<file path="config.mk">
export PLATFORM = sky130hd
export DESIGN_NAME = int_to_half_norm
export DESIGN_NICKNAME = d
export VERILOG_FILES = /design/src/rtl/int_to_half_norm.sv
export SDC_FILE = /design/constraint.sdc
export NUM_CORES = 1
export LEC_CHECK = 0
export CORE_MARGIN = 4
export CORE_UTILIZATION = 50
export CTS_CLUSTER_DIAMETER = 100
export DETAILED_ROUTE_END_ITERATION = 8
export PLACE_DENSITY = 0.82
export SYNTH_ARGS = -nofsm -noshare
export SYNTH_HDL_FRONTEND = slang
export SYNTH_SLANG_ARGS = --single-unit
</file>
<file path="constraint.sdc">
create_clock -name clk -period 2.4 [get_ports clk]
set_input_delay 0.48 -clock clk [delete_from_list [all_inputs] [get_ports clk]]
set_output_delay 0.48 -clock clk [all_outputs]
set_load 0.02 [all_outputs]
</file>
<file path="src/rtl/int_to_half_norm.sv">
// Integer-to-binary16 converter: a three-stage elastic pipeline (sign/magnitude,
// normalise, round/pack) with independent valid bits per stage.

module lzd16 (
   input  logic [15:0] value,
   output logic [3:0]  count,
   output logic        zero
);

   logic [3:0] nib_nz;
   logic [1:0] nib_cnt [4];

   // Per-nibble leading-zero count, then pick the highest non-empty nibble.
   always_comb begin
      for (int n = 0; n < 4; n++) begin
         nib_nz[n] = |value[n*4 +: 4];
         if (value[n*4+3])
            nib_cnt[n] = 2'd0;
         else if (value[n*4+2])
            nib_cnt[n] = 2'd1;
         else if (value[n*4+1])
            nib_cnt[n] = 2'd2;
         else
            nib_cnt[n] = 2'd3;
      end
   end

   always_comb begin
      count = 4'd0;
      zero  = ~|nib_nz;
      if (nib_nz[3])
         count = {2'd0, nib_cnt[3]};
      else if (nib_nz[2])
         count = {2'd1, nib_cnt[2]};
      else if (nib_nz[1])
         count = {2'd2, nib_cnt[1]};
      else
         count = {2'd3, nib_cnt[0]};
   end

endmodule

module int_to_half_norm #(
   parameter bit SIGNED = 1'b1
) (
   input  logic        clk,
   input  logic        rst,
   input  logic        in_valid,
   output logic        in_ready,
   input  logic [15:0] in_data,
   output logic        out_valid,
   input  logic        out_ready,
   output logic [15:0] out_data
);

   // Handshake: a word moves on a port only in a cycle where valid && ready;
   // a producer holds valid and data steady until that happens, and a stage
   // refills whenever it is empty or its current word leaves in the same cycle.

   logic        s1_valid;
   logic        s1_sign;
   logic [15:0] s1_mag;

   logic        s2_valid;
   logic        s2_sign;
   logic        s2_zero;
   logic [3:0]  s2_lzc;
   logic [15:0] s2_norm;

   logic        s3_valid;
   logic [15:0] s3_data;

   logic        s1_load;
   logic        s2_load;
   logic        s3_load;

   always_comb begin
      s3_load  = !s3_valid || out_ready;
      s2_load  = !s2_valid || s3_load;
      s1_load  = !s1_valid || s2_load;
      in_ready = s1_load;
   end

   // Stage 1 inputs: -32768 negates to 0x8000, which is still the right magnitude.
   logic        in_neg;
   logic [15:0] in_mag;

   always_comb begin
      in_neg = SIGNED && in_data[15];
      in_mag = in_neg ? (~in_data + 16'd1) : in_data;
   end

   always_ff @(posedge clk or posedge rst) begin
      if (rst) begin
         s1_valid <= 1'b0;
         s1_sign  <= 1'b0;
         s1_mag   <= 16'd0;
      end else if (s1_load) begin
         s1_valid <= in_valid;
         if (in_valid) begin
            s1_sign <= in_neg;
            s1_mag  <= in_mag;
         end
      end
   end

   logic [3:0]  lzd_count;
   logic        lzd_zero;
   logic [15:0] mag_shifted;

   lzd16 u_lzd (
      .value (s1_mag),
      .count (lzd_count),
      .zero  (lzd_zero)
   );

   always_comb begin
      mag_shifted = s1_mag << lzd_count;
   end

   always_ff @(posedge clk or posedge rst) begin
      if (rst) begin
         s2_valid <= 1'b0;
         s2_sign  <= 1'b0;
         s2_zero  <= 1'b1;
         s2_lzc   <= 4'd0;
         s2_norm  <= 16'd0;
      end else if (s2_load) begin
         s2_valid <= s1_valid;
         if (s1_valid) begin
            s2_sign <= s1_sign;
            s2_zero <= lzd_zero;
            s2_lzc  <= lzd_count;
            s2_norm <= mag_shifted;
         end
      end
   end

   // The leading one sits at s2_norm[15] and is implicit in the result.
   // Adding the round bit to {exponent, mantissa} lets a mantissa carry
   // bump the exponent for free.
   logic [4:0]  exp_field;
   logic [9:0]  mant;
   logic        guard_bit;
   logic        sticky_bit;
   logic        round_up;
   logic [14:0] rounded;
   logic [15:0] packed_word;

   always_comb begin
      exp_field   = 5'd30 - {1'b0, s2_lzc};
      mant        = s2_norm[14:5];
      guard_bit   = s2_norm[4];
      sticky_bit  = |s2_norm[3:0];
      round_up    = guard_bit && (sticky_bit || mant[0]);
      rounded     = {exp_field, mant} + {14'd0, round_up};
      packed_word = s2_zero ? 16'h0000 : {s2_sign, rounded};
   end

   always_ff @(posedge clk or posedge rst) begin
      if (rst) begin
         s3_valid <= 1'b0;
         s3_data  <= 16'h0000;
      end else if (s3_load) begin
         s3_valid <= s2_valid;
         if (s2_valid)
            s3_data <= packed_word;
      end
   end

   always_comb begin
      out_valid = s3_valid;
      out_data  = s3_data;
   end

endmodule

</file>
==> reports/metrics.cfg, run 1 <==
[detailed_routing]
drt_wl_total_um=8100
dr.pass1.iters=5
wl_per_cell_um=15.6
dr.first_iter.drc_count=140
drc=0
vias=2996
viasPerCell=5.78
ant_nets=0

[finish]
syn_to_final_growth_pct=29.7
finalNetCount=459
multiInputGateArea_mm2=0.00183
drive_gt1_share_pct=17.2
antenna_cells=0
fin_area_mm2=0.00433
num-fill-cells=505
regArea_mm2=0.00143

[global_routing]
grt_use_total_pct=22.3
antenna_found_initial=0
overflow=0
grt_pass1_wl_um=13800
grt_pass1_vias=2990
grt_start_max_net_pins=39

[setup_path]
reg2reg_slack_ns=0.08
crit_start=in_data[8]
crit_required_ns=2.67
worst_r2r_path_depth=8
crit_path_max_incr_delay_ns=0.47
crit_top_cell=or4_4
path_max_fanout=2
setup.worst_path.class=primary input to flip-flop
crit_slowest_cell=or4b_1
r2r-end=s2_norm[14]
worst_setup_path_start_kind=primary input
worstPathArrival_ns=2.62
setup.worst_path.end_class=flip-flop
crit_chain=clkdlybuf4s50_1 -> or4_4 -> or4_4 -> or2_1 -> or4b_1 -> o21ai_1
r2r-start=s1_mag[10]

[placement]
port_buffers=37
placed_area_mm2=0.00405
dp_hpwl_um=6230
gp_congestion=0.884

[synth]
yosysSeqAreaShare_pct=42.8
synth_area_leaders=dfrtp_1, nand2_1, mux2i_1, o21ai_0, xor2_1
syn_inst=361
synth.top_cell.area_share_pct=42.0
async_reset_ff_share_pct=100
ys_types=55
synth_edf_count=0
syn_area_mm2=0.00334
synth_flop_cell=dfrtp_1
avgSynthCellArea_um2=9.24
ys_warn_count=0
synthesis.nets=384
yosys-top-cells-count=nand2_1, dfrtp_1, o21ai_0
synth_most_common_cell=nand2_1
yosysTopAreaCell=dfrtp_1
ys_ff_latch=57

[sta]
relSlewSlack_pct=52.4
slew_viol_final=0
fmax_ghz=0.426
setup_violations=0
period_needed_ns=2.35
fin_crit_sh_pct=97.9
skew_ns=0.00891
tightest_slew_ns=0.711
hold_viol=0
fin_hold_ws_ns=0.446
rsz0062_at_grt=yes

[cts]
clock_sinks=57
clock_latency_ns=0.34
cts_buffer_depth=2
root_buffer=clkbuf_8
cts_made_buffers=9
cts.htree.levels=3
hold_buffers=0
clk_pin_slew_ns=0.07
cts_tree=built

[pwr]
powerDensity_mw_per_mm2=988
power.leakage_nw=1.93
vdd_ir_drop_max_v=0.000361

[die]
num_rows=29
dieHeight_um=89.7
core_mm2=0.00642
io_pins=38
initial_core_util_pct=52.0
die_x_um=89.7
die_area_mm2=0.00805

[outcome]
outcome=finished, final reports clean

[job]
drv_cap=0

[hold_path]
hold_class=primary input to asynchronous set/reset pin

[power by group]
part           internal, mW  total (mW)  switching [mW]
combinational         0.793        1.64           0.852
sequential             1.24        1.48           0.241
clock                 0.749        1.15           0.400
total                  2.78        4.28            1.49
[sequential cells by signal, indices dropped and copies added (netlist names)]
register / count
s1_mag: 16
s2_valid: 1
out_valid: 1
s2_sign: 1
out_data: 16
s2_zero: 1
s2_norm: 15
s2_lzc: 4
s1_sign: 1
s1_valid: 1
[worst max-delay path by stage]
stage,slack [ns],to
3_5_place_dp,-0.40,s1_mag[15]
6_report,0.05,s1_mag[15]
4_1_cts,0.007,s1_mag[15]
3_3_place_gp,-0.33,s1_mag[15]
5_1_grt,-0.02,s2_norm[14]
2_1_floorplan,0.12,s1_mag[15]
[final cells by class]
cell class	count	share of cell area [%]
Multi-Input combinational cell	281	42.2
Sequential cell	57	33.0
Timing Repair Buffer	79	16.0
Clock buffer	12	3.58
Clock inverter	4	2.28
Tap cell	77	2.23
Inverter	8	0.694
[layer usage]
metal / GRT usage (%) / part of all wire (%) / vias up
met1: 24.9 / 40 / 1421
met5: 0 / 0 / -
met4: 7.58 / 1.9 / 0
li1: - / - / 1475
met3: 5.57 / 4.7 / 13
met2: 41.0 / 53 / 87
[what timing repair did]
action,4_1_cts,5_1_grt
pin swaps,4,2
endpoints found under the setup margin,1,4
resized for setup,5,3
buffers inserted,2,0
[cell usage in the layout (no fill, tap or decap), drive strengths merged, types with 10 or more instances in the layout]
master         netlist  routed
a22o                13      13
a22oi               11      11
buf                  4      42
clkbuf              11      12
clkdlybuf4s50        0      34
dfrtp               56      56
mux2i               20      20
nand2               62      62
nor2                24      24
o21ai               36      36
o31ai               10      10
xor2                14      14
[metrics by stage]
step           total power, mW  setup TNS (ns)  util [%]  setup WS [ns]  instances
5_1_grt                   4.53         -0.0165      67.4        -0.0165        518
3_3_place_gp              3.06          -0.666      63.0         -0.333        500
3_5_place_dp              3.13           -1.06      63.0         -0.404        500
4_1_cts                   4.27               0      67.3        0.00682        518
2_1_floorplan             2.47               0         -          0.117        361
6_report                  4.28               0      67.4         0.0515        518
[kinds of logic after synthesis]
group | share of synthesized area (%)
compound gates | 20.8
xor+xnor | 6.04
fa+ha+maj | 1.12
buf+inv | 2.96
flops | 42.8
mux | 7.46
simple gates | 18.8
[worst max-delay path, delay by kind of cell]
kind / cells / cell delay, ns
AND/OR/NAND/NOR: 4 / 1.58
AO/OA/AOI/OAI: 1 / 0.14
buffers and inverters: 1 / 0.42
No activity file was read; power rests on OpenSTA's default activity.
==> run 2: changes to the inputs <==
--- a/config.mk
+++ b/config.mk
@@ -6,10 +6,10 @@
 export NUM_CORES = 1
 export LEC_CHECK = 0
 export CORE_MARGIN = 4
-export CORE_UTILIZATION = 50
+export CORE_UTILIZATION = 51
 export CTS_CLUSTER_DIAMETER = 100
 export DETAILED_ROUTE_END_ITERATION = 8
-export PLACE_DENSITY = 0.82
+export PLACE_DENSITY = 0.83
 export SYNTH_ARGS = -nofsm -noshare
 export SYNTH_HDL_FRONTEND = slang
 export SYNTH_SLANG_ARGS = --single-unit
==> run 2 against run 1 <==
Against the previous run:
- sequential cell count did not move
- core utilization decreased by 0.31 points
- count of clock-buffer cells in the layout is the same
- first-iteration DRC count grew 37%
- largest power group unchanged
- fmax is 1.3% lower
- critical endpoint unchanged
- largest cell class unchanged
- total power is 9.5% lower
==> reports/metrics.cfg, run 2 (synthesis results as in run 1) <==
[sta]
tightest_slew_ns=0.688
fin_setup_tns_ns=0
skew_ns=0.00940
fin_hold_ws_ns=0.479
rsz0062_at_grt=no
fmax_ghz=0.420
slew_viol_final=0
relSlewSlack_pct=53.9
setup_ws_ns=0.0202
hold_viol=0
setup_violations=0
period_needed_ns=2.38
fin_crit_sh_pct=99.2

[finish]
antenna_cells=0
utilization_pct=67.1
num-fill-cells=518
layout_commonest_cell=nand2_1
drive_gt1_share_pct=17.3
finalNetCount=459
instances_no_fill=517
syn_to_final_growth_pct=27.7
layout_common_cells=nand2_1, dfrtp_1, buf_4
fin_area_mm2=0.00426

[cts]
clock_latency_ns=0.33
root_buffer=clkbuf_8
hold_buffers=0
clk_pin_slew_ns=0.06
clock_sinks=57
cts_buffer_depth=2
cts_made_buffers=9
cts_tree=built
cts.htree.levels=3

[die]
core_mm2=0.00635
num_rows=29
die_area_mm2=0.00790
dieHeight_um=88.9
io_pins=38
die_x_um=88.9
initial_core_util_pct=52.6

[placement]
dp.cells=500
placed_area_mm2=0.00405
dp_hpwl_um=5940
gp_congestion=0.979
dp_slack_ns=-0.385
port_buffers=37

[detailed_routing]
viasPerCell=5.71
ant_nets=0
met1_length_um=3200
wl_met2_um=3950
top_layer=met4
wl_per_cell_um=14.8
drt_wl_total_um=7630
vias=2954
dr.first_iter.drc_count=192
wl_met3_um=346
drc=0
dr.pass1.iters=4

[setup_path]
setup.worst_path.end_class=flip-flop
worst_setup_path_start_kind=primary input
worstPathArrival_ns=2.64
setup.worst_path.class=primary input to flip-flop
crit_required_ns=2.66
path_max_fanout=2

[job]
drv_cap=0

[pwr]
p_total_mw=3.87
vdd_ir_drop_max_v=0.000644
power.leakage_nw=1.92
powerDensity_mw_per_mm2=908

[global_routing]
grt_start_max_net_pins=37
grt_pass1_wl_um=13000
grt_use_total_pct=21.0
antenna_found_initial=0
grt_pass1_vias=2895
overflow=0

[hold_path]
hold_class=primary input to asynchronous set/reset pin

[outcome]
outcome=finished, final reports clean

run 2: cell types whose count changed in the layout (fill, tap and decap cells not counted), moves of 2 or more:
| cell | change |
|---|---|
| clkdlybuf4s50_1 | -4 |
| bufinv_16 | -3 |
| dlymetal6s2s_1 | +3 |
| clkinv_2 | +2 |
run 2: final cells by class:
| type | count | area [um2] | share of cell area (%) |
|---|---|---|---|
| Multi-Input combinational cell | 281 | 1840 | 43.3 |
| Timing Repair Buffer | 79 | 701 | 16.4 |
| Inverter | 8 | 30.0 | 0.705 |
| Clock inverter | 3 | 17.5 | 0.411 |
| Tap cell | 77 | 96.3 | 2.26 |
| Sequential cell | 57 | 1430 | 33.5 |
| Clock buffer | 12 | 145 | 3.41 |
run 2: what timing repair did:
item | CTS | global route
setup endpoints to repair | 1 | 3
buffers inserted | 2 | 0
pin swaps | 5 | 4
gates resized for setup | 5 | 10
run 2: power by group:
| group | total [mW] | switching, mW | leakage, nW | internal [mW] |
|---|---|---|---|---|
| sequential | 1.48 | 0.241 | 0.704 | 1.24 |
| combinational | 1.64 | 0.842 | 1.13 | 0.794 |
| clock | 0.750 | 0.356 | 0.0822 | 0.393 |
run 2: worst paths after layout:
check / from / endpoint / slack [ns] / depth (start not counted)
worst max-delay path: in_data[7] / s1_mag[15] / 0.02 / 6
worst max register to register: s1_mag[8] / s2_norm[9] / 0.09 / 8
max in group asynchronous: rst / s2_zero / 1.32 / 3
worst min-delay path: rst / s1_mag[12] / 0.48 / 2
worst min register to register: out_data[1] / out_data[1] / 0.48 / 2
min in group clk: out_data[1] / out_data[1] / 0.48 / 2
run 2: critical path: stages:
cell and delay [ns]:
dlygate4sd2_1 0.24, or4_4 0.53, or4_4 0.52, or2_1 0.24, or4b_4 0.51, o21ai_1 0.12
run 2: layer usage:
metal / GRT usage (%) / up-vias
li1: - / 1469
met2: 37.5 / 83
met5: 0 / -
met1: 24.5 / 1389
met3: 4.24 / 13
met4: 8.79 / 0
==> run 3: changes to the inputs <==
--- a/config.mk
+++ b/config.mk
@@ -7,7 +7,7 @@
 export LEC_CHECK = 0
 export CORE_MARGIN = 4
 export CORE_UTILIZATION = 51
-export CTS_CLUSTER_DIAMETER = 100
+export CTS_CLUSTER_DIAMETER = 150
 export DETAILED_ROUTE_END_ITERATION = 8
 export PLACE_DENSITY = 0.83
 export SYNTH_ARGS = -nofsm -noshare
==> results of run 3 <==
No change in the layout: final DEF, timing and power equal those of run 2.
